**src/rtl/usr_pkg.sv**
```systemverilog
// Shared encodings for the universal shift register: operation modes and burst FSM states.
package usr_pkg;

  localparam logic [2:0] MODE_HOLD     = 3'b000;
  localparam logic [2:0] MODE_SHL      = 3'b001;
  localparam logic [2:0] MODE_SHR      = 3'b010;
  localparam logic [2:0] MODE_ROL      = 3'b011;
  localparam logic [2:0] MODE_ROR      = 3'b100;
  localparam logic [2:0] MODE_LOAD     = 3'b101;
  localparam logic [2:0] MODE_CLEAR    = 3'b110;
  localparam logic [2:0] MODE_HOLD_ALT = 3'b111;

  localparam logic [0:0] ST_IDLE = 1'b0;
  localparam logic [0:0] ST_RUN  = 1'b1;

endpackage

```
**src/rtl/univ_shift_reg.sv**
```systemverilog
// Universal shift register with single-step ops and a counted shift/rotate burst engine.
// state   | meaning
// ST_IDLE | step ops per en/mode; a start with a shift/rotate mode launches a burst
// ST_RUN  | burst_mode applied once per enabled clock until the count reaches zero
module univ_shift_reg
  import usr_pkg::*;
#(
  parameter int WIDTH = 8,
  parameter int CNT_W = $clog2(WIDTH + 1)
) (
  input  logic             clk,
  input  logic             reset_n,
  input  logic             en,
  input  logic [2:0]       mode,
  input  logic [WIDTH-1:0] par_in,
  input  logic             ser_in_lsb,
  input  logic             ser_in_msb,
  input  logic             start,
  input  logic [CNT_W-1:0] shamt,
  output logic [WIDTH-1:0] q,
  output logic             ser_out_msb,
  output logic             ser_out_lsb,
  output logic             busy,
  output logic             done
);

  logic [WIDTH-1:0] q_q, q_d;
  logic [CNT_W-1:0] cnt_q, cnt_d;
  logic [2:0]       bmode_q, bmode_d;
  logic [0:0]       state_q, state_d;
  logic             done_q, done_d;
  logic             burst_req;

  function automatic logic [WIDTH-1:0] step(
    input logic [WIDTH-1:0] cur,
    input logic [2:0]       m,
    input logic             sin_lsb,
    input logic             sin_msb,
    input logic [WIDTH-1:0] pin
  );
    case (m)
      MODE_SHL:   step = {cur[WIDTH-2:0], sin_lsb};
      MODE_SHR:   step = {sin_msb, cur[WIDTH-1:1]};
      MODE_ROL:   step = {cur[WIDTH-2:0], cur[WIDTH-1]};
      MODE_ROR:   step = {cur[0], cur[WIDTH-1:1]};
      MODE_LOAD:  step = pin;
      MODE_CLEAR: step = '0;
      default:    step = cur;
    endcase
  endfunction

  assign burst_req = start && (mode inside {MODE_SHL, MODE_SHR, MODE_ROL, MODE_ROR});

  always_comb begin
    q_d     = q_q;
    cnt_d   = cnt_q;
    bmode_d = bmode_q;
    state_d = state_q;
    done_d  = 1'b0;
    case (state_q)
      ST_IDLE: begin
        if (burst_req) begin
          bmode_d = mode;
          cnt_d   = shamt;
          state_d = ST_RUN;
        end else if (en) begin
          q_d = step(q_q, mode, ser_in_lsb, ser_in_msb, par_in);
        end
      end
      default: begin
        // A zero-length burst still spends one cycle in RUN so busy/done stay consistent.
        if (cnt_q == '0) begin
          state_d = ST_IDLE;
          done_d  = 1'b1;
        end else if (en) begin
          q_d   = step(q_q, bmode_q, ser_in_lsb, ser_in_msb, par_in);
          cnt_d = cnt_q - CNT_W'(1);
          if (cnt_q == CNT_W'(1)) begin
            state_d = ST_IDLE;
            done_d  = 1'b1;
          end
        end
      end
    endcase
  end

  always_ff @(posedge clk or negedge reset_n) begin
    if (!reset_n) begin
      q_q     <= '0;
      cnt_q   <= '0;
      bmode_q <= MODE_HOLD;
      state_q <= ST_IDLE;
      done_q  <= 1'b0;
    end else begin
      q_q     <= q_d;
      cnt_q   <= cnt_d;
      bmode_q <= bmode_d;
      state_q <= state_d;
      done_q  <= done_d;
    end
  end

  assign q           = q_q;
  assign ser_out_msb = q_q[WIDTH-1];
  assign ser_out_lsb = q_q[0];
  assign busy        = (state_q == ST_RUN);
  assign done        = done_q;

endmodule
```
**config.mk**
```make
export PLATFORM = sky130hd
export DESIGN_NAME = univ_shift_reg
export DESIGN_NICKNAME = d
export VERILOG_FILES = /design/src/rtl/usr_pkg.sv /design/src/rtl/univ_shift_reg.sv
export SDC_FILE = /design/constraint.sdc
export NUM_CORES = 1
export LEC_CHECK = 0
export BUFFER_PORTS_ARGS = -buffer_cell sky130_fd_sc_hd__buf_2
export CELL_PAD_IN_SITES_DETAIL_PLACEMENT = 1
export CELL_PAD_IN_SITES_GLOBAL_PLACEMENT = 1
export CORE_AREA = 3 3 64 66
export DETAILED_ROUTE_END_ITERATION = 10
export DIE_AREA = 0 0 67 69
export PLACE_DENSITY = 0.88
export RECOVER_POWER = 100
export SLEW_MARGIN = 5
export SYNTH_ARGS = -nofsm -noshare
export SYNTH_HDL_FRONTEND = slang
export SYNTH_SLANG_ARGS = --single-unit
```
**constraint.sdc**
```tcl
create_clock -name clk -period 5.9 [get_ports clk]
set_clock_uncertainty 0.2 [all_clocks]
set_input_delay 0.59 -clock clk [delete_from_list [all_inputs] [get_ports clk]]
set_output_delay 0.59 -clock clk [all_outputs]
set_load 0.005 [all_outputs]
```
# Word-level counts from Yosys, hierarchy flattened

Index checks and enable logic that the tools add are counted.

Reductions and logical operators: 8
Eq/ne operators: 17
Bitwise gates (word level): 1
Add/sub/neg operators: 1
Multiplexer cells: 20

Operators by type and width:

| operator                                          | count |
|---|---|
| case mux 8 bit (6 select lines)                   | 2 |
| 2-to-1 mux 8 bit                                  | 5 |
| == test 3 bit (second input constant)             | 6 |
| 2-to-1 mux 4 bit                                  | 4 |
| == test 3 x 2 -> 1 bit (second input constant)    | 4 |
| 2-to-1 mux 1 bit                                  | 9 |
| != test 7 x 1 -> 1 bit (second input constant)    | 1 |
| nonzero test 7 bit                                | 1 |
| == test 3 x 1 -> 1 bit (second input constant)    | 2 |
| != test 2 bit (second input constant)             | 3 |
| AND reduction 5 bit                               | 1 |
| == test 4 x 1 -> 1 bit (second input constant)    | 1 |
| logical NOT 4 bit                                 | 1 |
| nonzero test 4 bit                                | 1 |
| subtractor 4 x 1 -> 4 bit (second input constant) | 1 |
| AND reduction 3 bit                               | 1 |
| AND reduction 2 bit                               | 1 |
| nonzero test 2 bit                                | 1 |
| logical AND 1 bit                                 | 1 |
| NOT 1 bit                                         | 1 |

Bits in registers: 17
Input port bits: 21
Output and inout bits: 12
Word-level logic and storage cells: 52

# Depth between registers and ports, before layout

Word-level depth: 5
Gate-level depth with buffers: 7
Gate-level depth less buffers: 6

# Worst setup path after synthesis

No wires, ideal clock.

Kind: input to register
From: in mode[2]
To: reg q_q[1] (netlist: q[1])
Arrival time: 1.749 ns
Data required time: 5.575 ns
Library setup time: 0.125 ns
Setup slack: 3.827 ns
Stages on the path: 5
Buffers on the path: 1
Path through: nor3_1 -> and4bb_1 -> buf_2 -> nor2_4 -> mux2_2

Longest elaborated chain between the ends: 5
Elaborated cells on any way between the ends: 15
Those cells by class: 7 x eq/ne; 4 x mux; 4 x reduce/logical

Ends and longest elaborated chain:

| what                                                                         | RTL line                                   | RTL |
|---|---|---|
| from (decl)                                                                  | univ_shift_reg.sv:14                       | `input logic [2:0] mode,` |
| == test 3 bit, or another cell as far along                                  | univ_shift_reg.sv:41                       | `case (m)` |
| case mux 8 bit (6 select lines) / nonzero test 4 bit (equally long branches) | univ_shift_reg.sv:41, univ_shift_reg.sv:52 |  |
| 2-to-1 mux 8 bit / logical AND 1 bit (equally long branches)                 | univ_shift_reg.sv:66, univ_shift_reg.sv:52 |  |
| 2-to-1 mux 8 bit / != test 2 bit (equally long branches)                     | n/a                                        |  |
| 2-to-1 mux 8 bit / AND reduction 5 bit (equally long branches)               | n/a                                        |  |
| to (signal assigned)                                                         | univ_shift_reg.sv:95                       | `q_q <= q_d;` |
| to (decl)                                                                    | univ_shift_reg.sv:27                       | `logic [WIDTH-1:0] q_q, q_d;` |

Parallel ways exist; a longest one is shown, timed or not. The select of a mux whose other input is x is not followed.
A chain may end at the register's enable or synchronous reset.

# Worst setup path after layout

From: in mode[0]
To: reg q_q[4] (netlist: q[4])

The elaborated chain is that of the path after synthesis.

==> flow_metrics.tcl <==
set metrics [dict create \
    ff_latch_area_um2 425 \
    ys_top_cells_by_area "dfrtp_1, mux2_2, a2111oi_0" \
    nNetsFinal 225 \
    drive_gt1_share_pct 21.5 \
    finalWorstSetupSlack_ns 3.05 \
    endpoint "q[4]" \
    path_clk_slew_ns 0.07 \
    seq_area_frac_synth_pct 28.0 \
    clock-sinks 17 \
    clk_path_buf_depth 2 \
    root_buffer "clkbuf_8" \
    initial_core_util_pct 41.8 \
    coreArea_um2 3630 \
    r2r_start "cnt_q[0]" \
    antenna_found_initial 0 \
    setup_viol_count_final 0 \
    cts_resized 0 \
    drc_errors 0 \
    wl_per_cell_um 18.2 \
    fp-row-count 22 \
    drv_slew 0 \
    postSynthCellCount 179 \
    grt.total_usage_pct 21.0 \
    grt_pass1_wl_um 7590 \
    syn_area_um2 1520 \
    worstSkewPairLatency_ns 0.26 \
    synth_warnings 0 \
    synth_top_area_share_pct 28.0 \
    numCtsBuffers 3 \
    finalCritPeriodShare_pct 48.3 \
    ant_nets 0 \
    multi_input_area_um2 946 \
    critPathLaunchType "primary input" \
    drv_cap 0 \
    ioPinCount 33 \
    ff2ff_path_depth 6 \
    ys_ff_latch 17 \
    required_ns 5.85 \
    cp-startpoint "mode[0]" \
    wl_um 4520 \
    grt_pass1_vias 1525 \
    setup.worst_path.end_class "flop" \
    synth.avg_cell_area_um2 8.48 \
    num-fill-cells 469 \
    status "finished clean" \
    r2r_setup_slack_ns 3.36 \
    critPathArrivalTime_ns 2.80 \
    slew_headroom_pct 32.3 \
    postCtsSetupBuffers 0 \
    die_w_um 67 \
    postCtsHoldBufs 0 \
    syn2layout_area_growth_pct 10.2 \
    post-place-ws_ns 3.42 \
    synthesis.nets 203 \
    fmax_ghz 0.351 \
    place_congestion 0.829 \
    hold_viol_final 0 \
    place_hpwl_um 3220 \
    synth_cell_type_count 43 \
    drtPass1Iterations 4 \
    power_density_nw_per_um2 487 \
    ir_drop_mv 0.167 \
    antenna-diode-count 0 \
    timing.rr.end "q[4]" \
    drtIter0Drc 147 \
    grt_max_degree 24 \
    cp_max_fo 22 \
    grt_overflow 0 \
    vias 1502 \
    vias_per_cell 6.06 \
    critical_path_class "in2reg" \
    p_leak_nw 0.745 \
    die-area_um2 4620 \
    worst_pin_slew_ns 1.02 \
    stdcell_count 248 \
    cts_max_level 1 \
    fin_crit_ns 2.85 \
    io_buffers 32 \
    dp.cells 244 \
    synth_top_area_cell "dfrtp_1" \
    hold_path_class "in2async" \
    die_h_um 69 \
    cts_tree "built" \
    tns_ns 0 \
    rsz0062_at_grt "no" \
]
cells by family after synthesis:
| group | count (synthesis) | share of synthesized area (%) |
|---|---|---|
| compound gates | 55 | 25.0 |
| xor+xnor | 1 | 0.577 |
| fa+ha+maj | 5 | 3.79 |
| buf+inv | 26 | 8.90 |
| flops | 17 | 28.0 |
| mux | 13 | 9.48 |
| simple gates | 62 | 24.2 |
area by class of cell:
cell class / count / share of cell area (%)
Sequential cell: 17 / 25.4
Tap cell: 48 / 3.59
Timing Repair Buffer: 32 / 9.27
Multi-Input combinational cell: 136 / 56.5
Clock buffer: 4 / 2.69
Inverter: 11 / 2.47
power breakdown:
group | leakage (nW) | switching (mW) | internal [mW] | total [mW]
registers | 0.204 | 0.132 | 0.172 | 0.303
clock network | 0.0228 | 0.0459 | 0.0482 | 0.0940
logic | 0.518 | 0.213 | 0.205 | 0.417
worst min path at each step:
stage,to,start
after floorplan,bmode_q[0],reset_n
after global placement,done,cnt_q[3]
after detailed placement,done,cnt_q[3]
after CTS,done,reset_n
after global routing,done,reset_n
final,done,reset_n
routing by layer:
| metal | track usage (%) | up-vias | wire [um] |
|---|---|---|---|
| li1 | - | 714 | - |
| met1 | 27.7 | 748 | 2000 |
| met2 | 34.6 | 33 | 2300 |
| met3 | 2.77 | 7 | 170 |
| met4 | 6.98 | 0 | 58 |
| met5 | 0 | - | 0 |
placed cells by master, fill, tap and decap left out, types with 2 or more instances in the layout:
master / count
nand3_1: 7
o21a_1: 5
dfrtp_1: 17
nor4_1: 2
inv_1: 11
clkbuf_8: 3
a31oi_1: 3
a2111oi_0: 11
ha_1: 3
buf_2: 28
o21ai_0: 9
mux2i_1: 2
and3_1: 8
a211oi_1: 2
mux2_2: 9
nand2_1: 8
and2_1: 2
nand3b_1: 2
a21oi_2: 2
and4b_1: 4
o211ai_1: 2
nand2b_1: 11
o221ai_1: 2
maj3_1: 2
nor2_1: 9
mux2_1: 2
clkbuf_1: 5
nor3_1: 4
a21oi_1: 13
through the flow:
step	area [um^2]	hold slack [ns]	power, mW	util [%]
finish	1670	0.274	0.815	46.0
global route	1670	0.368	0.895	46.0
CTS	1690	0.0729	0.826	46.5
detailed placement	1640	0.324	0.731	45.2
global placement	1640	0.310	0.710	45.2
floorplan	1520	0.0944	0.596	-
critical path: stages:
cell	delay, ns
clkbuf_1	0.65
o21ai_0	0.21
and4bb_1	0.32
nor2_1	0.62
mux2_2	0.41
registers in the layout (all words and copies together), names as in the netlist:
signal,flops
q,8
cnt_q,4
bmode_q,3
busy,1
done,1
synth_stat cells (all sizes together):
cell	number
dfrtp	17
a211oi	2
inv	11
buf	13
mux2	11
o21ai	10
o32ai	1
nand3b	2
ha	3
nor2b	1
xor2	1
and4b	4
a2111oi	11
and2	2
a21oi	15
o21a	5
mux2i	2
o22ai	1
nand2	8
nor4	2
nand3	7
nand2b	11
a32oi	1
and3	8
nor2	10
o221ai	2
a32o	1
clkbuf	2
o211ai	2
nor3	4
nand4b	1
and4bb	1
maj3	2
o311ai	1
a31oi	3
and4	1
Note: power is estimated with default switching activity, not from simulation.
